===== src/rtl/sram_rr_ctrl.sv =====
// Clear sequencer and round-robin 2-reader/1-writer front end for a masked 1R1W SRAM macro.
// Optional SRAM_RR_CTRL_HOLD_READ_EN: per-reader response data holds its last value between responses.
module sram_rr_ctrl #(
   parameter int ADDR_W = 8,
   parameter int DATA_W = 16,
   parameter int MASK_W = 8
) (
   input  logic              clock,
   input  logic              reset_n,
   input  logic              clear_req,
   output logic              init_done,
   input  logic              w_valid,
   output logic              w_ready,
   input  logic [ADDR_W-1:0] w_addr,
   input  logic [DATA_W-1:0] w_data,
   input  logic [MASK_W-1:0] w_mask,
   input  logic              r0_valid,
   input  logic              r1_valid,
   output logic              r0_ready,
   output logic              r1_ready,
   input  logic [ADDR_W-1:0] r0_addr,
   input  logic [ADDR_W-1:0] r1_addr,
   output logic              r0_resp_valid,
   output logic              r1_resp_valid,
   output logic [DATA_W-1:0] r0_resp_data,
   output logic [DATA_W-1:0] r1_resp_data,
   output logic              mem_wen,
   output logic [ADDR_W-1:0] mem_waddr,
   output logic [DATA_W-1:0] mem_wdata,
   output logic [MASK_W-1:0] mem_wmask,
   output logic              mem_ren,
   output logic [ADDR_W-1:0] mem_raddr,
   input  logic [DATA_W-1:0] mem_rdata
);

   typedef enum logic {ST_INIT = 1'b0, ST_RUN = 1'b1} state_t;

   localparam logic [ADDR_W-1:0] LAST_ADDR = {ADDR_W{1'b1}};

   state_t            r_state;
   state_t            w_next_state;
   logic [ADDR_W-1:0] r_cnt;
   logic              r_rr;            // 1: r1 wins when both readers are valid
   logic              r_resp0_valid;
   logic              r_resp1_valid;

   logic              w_sel;
   logic [ADDR_W-1:0] w_sel_addr;
   logic              w_any;
   logic              w_conflict;
   logic              w_grant;

   assign w_any      = r0_valid | r1_valid;
   assign w_sel      = (r1_valid & ~r0_valid) | (r0_valid & r1_valid & r_rr);
   assign w_sel_addr = w_sel ? r1_addr : r0_addr;
   // A read colliding with a same-cycle write is held back so it observes the new data.
   assign w_conflict = w_valid & (w_sel_addr == w_addr);
   assign w_grant    = (r_state == ST_RUN) & w_any & ~w_conflict;

   always_ff @(posedge clock or negedge reset_n) begin
      if (!reset_n) r_state <= ST_INIT;
      else          r_state <= w_next_state;
   end

   always_comb begin
      w_next_state = r_state;
      case (r_state)
         ST_INIT: if (r_cnt == LAST_ADDR) w_next_state = ST_RUN;
         ST_RUN:  if (clear_req)          w_next_state = ST_INIT;
         default: w_next_state = ST_INIT;
      endcase
   end

   always_comb begin
      init_done = 1'b0;
      w_ready   = 1'b0;
      r0_ready  = 1'b0;
      r1_ready  = 1'b0;
      mem_wen   = 1'b0;
      mem_waddr = '0;
      mem_wdata = '0;
      mem_wmask = '0;
      mem_ren   = 1'b0;
      mem_raddr = '0;
      case (r_state)
         ST_INIT: begin
            // Reset is folded in so the macro sees no write while reset is held.
            mem_wen   = reset_n;
            mem_waddr = r_cnt;
            mem_wmask = '1;
         end
         ST_RUN: begin
            init_done = 1'b1;
            w_ready   = 1'b1;
            mem_wen   = w_valid;
            mem_waddr = w_addr;
            mem_wdata = w_data;
            mem_wmask = w_mask;
            r0_ready  = w_grant & ~w_sel;
            r1_ready  = w_grant & w_sel;
            mem_ren   = w_grant;
            mem_raddr = w_sel_addr;
         end
         default: ;
      endcase
   end

   always_ff @(posedge clock or negedge reset_n) begin
      if (!reset_n) begin
         r_cnt         <= '0;
         r_rr          <= 1'b0;
         r_resp0_valid <= 1'b0;
         r_resp1_valid <= 1'b0;
      end else begin
         r_cnt         <= (r_state == ST_INIT) ? r_cnt + 1'b1 : '0;
         if (w_grant) r_rr <= ~w_sel;
         r_resp0_valid <= w_grant & ~w_sel;
         r_resp1_valid <= w_grant & w_sel;
      end
   end

   assign r0_resp_valid = r_resp0_valid;
   assign r1_resp_valid = r_resp1_valid;

`ifdef SRAM_RR_CTRL_HOLD_READ_EN
   logic [DATA_W-1:0] r_hold0;
   logic [DATA_W-1:0] r_hold1;

   always_ff @(posedge clock or negedge reset_n) begin
      if (!reset_n) begin
         r_hold0 <= '0;
         r_hold1 <= '0;
      end else begin
         if (r_resp0_valid) r_hold0 <= mem_rdata;
         if (r_resp1_valid) r_hold1 <= mem_rdata;
      end
   end

   assign r0_resp_data = r_resp0_valid ? mem_rdata : r_hold0;
   assign r1_resp_data = r_resp1_valid ? mem_rdata : r_hold1;
`else
   assign r0_resp_data = r_resp0_valid ? mem_rdata : '0;
   assign r1_resp_data = r_resp1_valid ? mem_rdata : '0;
`endif

endmodule

===== config.mk =====
export PLATFORM = sky130hd
export DESIGN_NAME = sram_rr_ctrl
export DESIGN_NICKNAME = d
export VERILOG_FILES = /design/src/rtl/sram_rr_ctrl.sv
export SDC_FILE = /design/constraint.sdc
export NUM_CORES = 1
export LEC_CHECK = 0
export BUFFER_PORTS_ARGS = -buffer_cell sky130_fd_sc_hd__buf_2
export CORE_ASPECT_RATIO = 1.5
export CORE_MARGIN = 2
export CORE_UTILIZATION = 32
export DETAILED_ROUTE_END_ITERATION = 6
export PLACE_DENSITY = 0.78
export SLEW_MARGIN = 10
export SYNTH_ARGS = -nofsm -noshare
export SYNTH_HDL_FRONTEND = slang
export SYNTH_SLANG_ARGS = --single-unit

===== constraint.sdc =====
create_clock -name clock -period 2 [get_ports clock]
set_input_delay 0 -clock clock [delete_from_list [all_inputs] [get_ports clock]]
set_output_delay 0 -clock clock [all_outputs]
set_load 0.005 [all_outputs]

==> flow_summary.yaml, run 1 <==
cts:
  cts_buffer_depth: 2
  clock_latency_ns: 0.24
  cts_made_buffers: 3
  clk_pin_slew_ns: 0.05
  cts_tree: "done"
  root_buffer: "clkbuf_8"
  htreeDepth: 1
  clock-sinks: 12
worst_setup_path:
  start_kind: "register"
  required_ns: 2.00
  critical_path_class: "register to primary output"
  critPathCaptureType: "primary output"
  r2r-start: "r_rr$_DFFE_PN0N_"
  critical_path_arrival_ns: 1.93
  ff2ff_path_depth: 7
  rr_endpoint: "r_rr$_DFFE_PN0N_"
  crit_fanout: 4
  rrSetupSlack_ns: 0.13
sta:
  skew_ns: 0.00129
  hold_slack_ns: 0.173
  max_slew_margin_pct: 75.0
  setup_ws_ns: 0.0691
  period_needed_ns: 1.93
  drv_slew: 0
  finalHoldViolations: 0
  setup_viol: 0
  worst_pin_slew_ns: 0.376
  period_share_pct: 96.5
  max_freq_mhz: 518
  rsz0062_at_grt: "yes"
  tns_ns: 0
synthesis:
  ys_types: 34
  syn_inst: 190
  synthTopCellsByArea: "and2_1, dfrtp_1, mux2_2"
  syn_nets: 261
  synth_seq_area_share_pct: 21.3
  ys_ff_latch: 12
  yosys.area.top_type: "and2_1"
  synth.cell_area_sq_um: 1410
  synth_top_area_share_pct: 23.0
  syn_area_per_cell_sq_um: 7.43
  yosys_warnings: 0
route:
  routed-wl-met3_um: 367
  ant_nets: 0
  drtPass1Iterations: 4
  top_layer: "met4"
  met1_length_um: 1770
  vias_per_cell: 4.76
  drt_iter0_markers: 57
  drc: 0
  totalWireLength_um: 4880
  vias: 1842
  wl_per_cell_um: 12.6
  wl_met2_um: 2610
global_route:
  antenna_found_initial: 0
  first_global_vias: 1614
  grt_pass1_wl_um: 7210
  grt_usage_pct: 18.4
  grt_remaining_overflow: 0
  grt_max_degree: 38
final_layout:
  nFillCells: 409
  ff_latch_area_sq_um: 300
  syn_to_final_growth_pct: 64.7
  multi_input_area_sq_um: 1080
  drive_gt1_share_pct: 52.8
  finalNetCount: 413
  fin_area_sq_um: 2330
  n_antenna_cell: 0
die:
  core_sq_um: 4250
  io_pins: 150
  start_util_pct: 33.3
  die_area_sq_um: 4970
  rows: 29
  die_w_um: 58.3
  die_h_um: 85.4
placement:
  placed_area_sq_um: 2210
  io_buffers: 149
  post-dp-hpwl_um: 4010
  dp_slack_ns: 0.0422
  globalplace.congestion: 0.871
power:
  irDropWorstVdd_mv: 0.522
  seqPwrFrac_pct: 35.6
  p_per_area_nw_per_um2: 475
  total_power_mw: 1.11
  p_leak_nw: 1.33
  pwr-share-clk_pct: 23.8
  intPower_uw: 734
  combPwrFrac_pct: 40.6
  sw_frac_of_total_pct: 33.6
  p_switching_uw: 371
status:
  outcome: "completed"
hold_path:
  hold_path.class: "input port to asynchronous set/reset pin"
run:
  drv_cap: 0
==> critical path: stages, from the launching register on <==
cell and delay (ns):
dfrtp_1 0.42, nand2b_4 0.18, nand2_2 0.05, o31a_1 0.25
a2111oi_2 0.28, a31o_2 0.23, buf_6 0.12, nor2_2 0.03
buf_2 0.12
==> through the flow <==
| step | utilization [%] | cells |
|---|---|---|
| after global placement | 52.1 | 380 |
| after detailed placement | 52.1 | 380 |
| after floorplan | - | 190 |
| final | 54.8 | 387 |
| after CTS | 53.9 | 386 |
| after global routing | 54.8 | 387 |
==> sequential cells by signal, indices dropped and copies added, names as in the netlist <==
name           cells
r_cnt              8
r0_resp_valid      1
r_state            1
r1_resp_valid      1
r_rr               1
==> power groups by stage <==
stage	combinational, mW	clock (mW)	sequential (mW)
finish	0.449	0.263	0.393
global route	0.497	0.287	0.402
CTS	0.440	0.273	0.392
detailed placement	0.432	0	0.395
global placement	0.424	0	0.391
floorplan	0.249	0	0.376
==> cells in the mapped netlist <==
cell type and count:
nand2b_1 10, a21oi_1 3, o211ai_1 3, o2111ai_1 1, o221ai_1 1, o31a_1 1
xor2_1 3, dfrtp_1 12, buf_2 1, o22ai_1 3, mux2i_1 2, buf_1 1
nand2_1 19, a31o_2 1, mux2_2 9, a22oi_1 1, a21boi_0 7, inv_1 4
nor2_1 14, or3_1 2, ha_1 1, mux2_4 1, o21ai_0 4, clkbuf_1 7
nor2b_1 7, nand3_1 6, nor2_4 1, xnor2_1 4, nand4b_1 4, a2111oi_2 1
nand4_1 1, and2_1 52, buf_4 1, inv_2 2
==> cell type report <==
cell class | instances | area share [%]
clock buffer | 4 | 2.37
inverter | 6 | 0.968
tap | 46 | 2.47
multi-input combinational | 162 | 46.3
sequential | 12 | 12.9
timing repair buffer | 157 | 35.0
==> worst max path at each step <==
stage	from	endpoint	cells past startpoint
finish	r_rr$_DFFE_PN0N_	r0_ready	8
global route	r_rr$_DFFE_PN0N_	r0_ready	8
CTS	r_rr$_DFFE_PN0N_	r0_ready	8
detailed placement	r_rr$_DFFE_PN0N_	r_rr$_DFFE_PN0N_	7
global placement	r_rr$_DFFE_PN0N_	r_rr$_DFFE_PN0N_	7
floorplan	r_rr$_DFFE_PN0N_	r_rr$_DFFE_PN0N_	7
==> layout by cell type (no fill, tap or decap), types with 2 or more instances in the layout <==
master and n:
nand2b_1 9, xnor2_1 4, dlygate4sd3_1 2, o21ai_0 4, and2_1 52, clkbuf_8 4, a21oi_1 3, o211ai_1 3
mux2i_1 2, a21boi_0 7, inv_1 4, nor2_1 12, mux2_2 9, or3_1 2, dfrtp_1 12, buf_2 149
nand3_1 6, inv_2 2, nor2b_1 6, nand2_1 18, nor2_2 2, xor2_1 3, buf_4 5, o22ai_1 3
nand4b_1 4
==> timing repair <==
action | 4_1_cts | 5_1_grt
pin swaps | 0 | 4
buffers inserted | 0 | 1
hold endpoints to repair | 13 | 0
setup endpoints to repair | 2 | 2
resized for setup | 1 | 8
hold buffers | 2 | 0
==> layer usage <==
layer | vias to the layer above | GRT usage [%]
li1 | 934 | -
met4 | 0 | 8.67
met5 | - | 0
met2 | 87 | 34.8
met3 | 12 | 2.74
met1 | 809 | 18.9
==> cells by family after synthesis <==
logic type,synth area share [%]
flops,21.3
simple gates,46.1
mux,9.65
buf+inv,4.61
compound gates,13.2
xor+xnor,4.34
fa+ha+maj,0.886
Power figures use the tool's default switching activity.
==> run 2, diff against run 1 <==
--- a/config.mk
+++ b/config.mk
@@ -5,12 +5,13 @@
 export SDC_FILE = /design/constraint.sdc
 export NUM_CORES = 1
 export LEC_CHECK = 0
+export ABC_CLOCK_PERIOD_IN_PS = 2000
 export BUFFER_PORTS_ARGS = -buffer_cell sky130_fd_sc_hd__buf_2
 export CORE_ASPECT_RATIO = 1.5
 export CORE_MARGIN = 2
 export CORE_UTILIZATION = 32
 export DETAILED_ROUTE_END_ITERATION = 6
-export PLACE_DENSITY = 0.78
+export PLACE_DENSITY = 0.85
 export SLEW_MARGIN = 10
 export SYNTH_ARGS = -nofsm -noshare
 export SYNTH_HDL_FRONTEND = slang
==> constraint.sdc (replaced) <==
create_clock -name clock -period 2 [get_ports clock]
set_input_delay 0 -clock clock [delete_from_list [all_inputs] [get_ports clock]]
set_output_delay 0 -clock clock [all_outputs]
set_load 0.1 [all_outputs]
==> run 2 against run 1 <==
- maximum frequency fell by 4.5%
- count of clock-buffer cells in the layout unchanged
- global-route usage rose by 0.95 points
- register-to-register slack got worse by 0.13 ns
- largest cell class unchanged
- combinational power rose by 110%
- cell count up 1.0%
- the run now ends with setup timing left
- clock skew up 0.0074 ns
- flip-flop and latch count stayed put
- critical path depth stayed put
==> flow_summary.yaml, run 2 (synthesis results as in run 1) <==
final_layout:
  regMostFlops: "r_cnt"
  ff_latch_area_sq_um: 302
  n_antenna_cell: 0
  syn_to_final_growth_pct: 75.5
  drive_gt1_share_pct: 58.8
  largest_register_ff_count: 8
  final_cell_mix: "buf_2, and2_1, nand2_1"
  nFillCells: 407
  fin_util_pct: 58.4
  multi_input_area_sq_um: 1140
  fin_area_sq_um: 2480
  final_common_cell: "buf_2"
  finalNetCount: 417
power:
  total_power_mw: 1.57
  irDropWorstVdd_mv: 1.25
  p_leak_nw: 1.37
  p_per_area_nw_per_um2: 634
worst_setup_path:
  critical_path_arrival_ns: 2.02
  crit_fanout: 4
  ff2ff_path_depth: 8
  critPathCaptureType: "primary output"
  critPathLaunch: "r_rr$_DFFE_PN0N_"
  r2r-start: "r_rr$_DFFE_PN0N_"
  crit_path_end: "r1_ready"
  start_kind: "register"
  rr_endpoint: "r_rr$_DFFE_PN0N_"
  required_ns: 2.00
  rrSetupSlack_ns: 0
  critical_path_class: "register to primary output"
placement:
  io_buffers: 149
  post-dp-hpwl_um: 4140
  placed_area_sq_um: 2320
  dp_slack_ns: 0.0675
  globalplace.congestion: 0.864
sta:
  period_needed_ns: 2.02
  setup_viol: 4
  rsz0062_at_grt: "yes"
  max_slew_margin_pct: 66.7
  max_freq_mhz: 495
  worst_pin_slew_ns: 0.502
  finalHoldViolations: 0
  setup_ws_ns: -0.0217
  period_share_pct: 101
  skew_ns: 0.00873
  hold_slack_ns: 0.176
  drv_slew: 0
cts:
  clk_pin_slew_ns: 0.05
  cts_buffer_depth: 2
  root_buffer: "clkbuf_8"
  cts_made_buffers: 3
  clock_latency_ns: 0.24
  clock-sinks: 12
  cts_tree: "done"
  htreeDepth: 1
route:
  ant_nets: 0
  vias_per_cell: 4.81
  met1_length_um: 1810
  routed-wl-met3_um: 339
  drt_iter0_markers: 68
  wl_per_cell_um: 12.9
  vias: 1881
  top_layer: "met4"
  totalWireLength_um: 5060
  drc: 0
  drtPass1Iterations: 5
  wl_met2_um: 2840
die:
  die_h_um: 85.4
  io_pins: 150
  rows: 29
  die_w_um: 58.3
  die_area_sq_um: 4970
  core_sq_um: 4250
  start_util_pct: 33.3
run:
  drv_cap: 0
global_route:
  grt_max_degree: 26
  grt_pass1_wl_um: 7690
  first_global_vias: 1769
  antenna_found_initial: 0
  grt_remaining_overflow: 0
  grt_usage_pct: 19.3
status:
  outcome: "finished, violations left"
  violations: "setup timing"
hold_path:
  hold_path.class: "input port to asynchronous set/reset pin"
==> run 2: changes by cell type in the layout (fill, tap and decap cells not counted), moves of 2 or more <==
cell	previous run	this run
buf_2	149	146
a21boi_2	0	7
buf_4	5	7
nor2_2	2	0
a21boi_0	7	0
buf_12	0	4
and2_1	52	42
and2_2	0	10
nor2_4	1	3
==> run 2: how the worst min path moves through the flow <==
stage,start,endpoint,slack (ns),cells after the start
2_1_floorplan,reset_n,r0_resp_valid$_DFF_PN0_,-0.30,0
3_3_place_gp,reset_n,r_cnt[5]$_DFF_PN0_,-0.1,1
3_5_place_dp,reset_n,r_cnt[5]$_DFF_PN0_,-0.09,1
4_1_cts,reset_n,r_cnt[5]$_DFF_PN0_,0.18,2
5_1_grt,reset_n,r_cnt[5]$_DFF_PN0_,0.22,2
6_report,reset_n,r_cnt[5]$_DFF_PN0_,0.18,2
==> run 2: cell type report <==
class | count | area share (%)
Timing Repair Buffer | 161 | 36.5
Multi-Input combinational cell | 162 | 46.1
Sequential cell | 12 | 12.2
Clock buffer | 4 | 1.82
Tap cell | 46 | 2.32
Inverter | 6 | 1.01
==> run 2: stage by stage <==
step / cells / TNS, ns
2_1_floorplan: 190 / -0.0442
3_3_place_gp: 380 / 0
3_5_place_dp: 380 / 0
4_1_cts: 389 / 0
5_1_grt: 391 / -0.295
6_report: 391 / -0.0424
==> run 2: what timing repair did <==
| item | in CTS | in global routing |
|---|---|---|
| hold buffers | 2 | 0 |
| endpoints found under the setup margin | 2 | 4 |
| gates resized for setup | 4 | 6 |
| setup buffers | 3 | 2 |
| gates cloned | 0 | 0 |
| hold endpoints to repair | 13 | 0 |
| pin swaps | 4 | 3 |
==> run 2: critical path, cell delays in order, from the launching register on <==
cell       delay, ns
dfrtp_1         0.40
nand2b_4        0.17
nand2_2         0.05
o31a_1          0.27
a2111oi_4       0.32
a31o_2          0.24
buf_6           0.13
nor2_4          0.04
buf_12          0.16
==> run 2: power by group <==
part / total (mW) / switching (mW) / internal [mW]
clock: 0.221 / 0.0817 / 0.140
sequential: 0.393 / 0.0814 / 0.312
combinational: 0.956 / 0.694 / 0.262
total: 1.57 / 0.857 / 0.714
==> run 2: metal layers <==
layer | global-route usage (%) | up-vias
met5 | 0 | -
met4 | 5.29 | 0
li1 | - | 941
met3 | 4.12 | 8
met2 | 37.2 | 84
met1 | 20.3 | 848
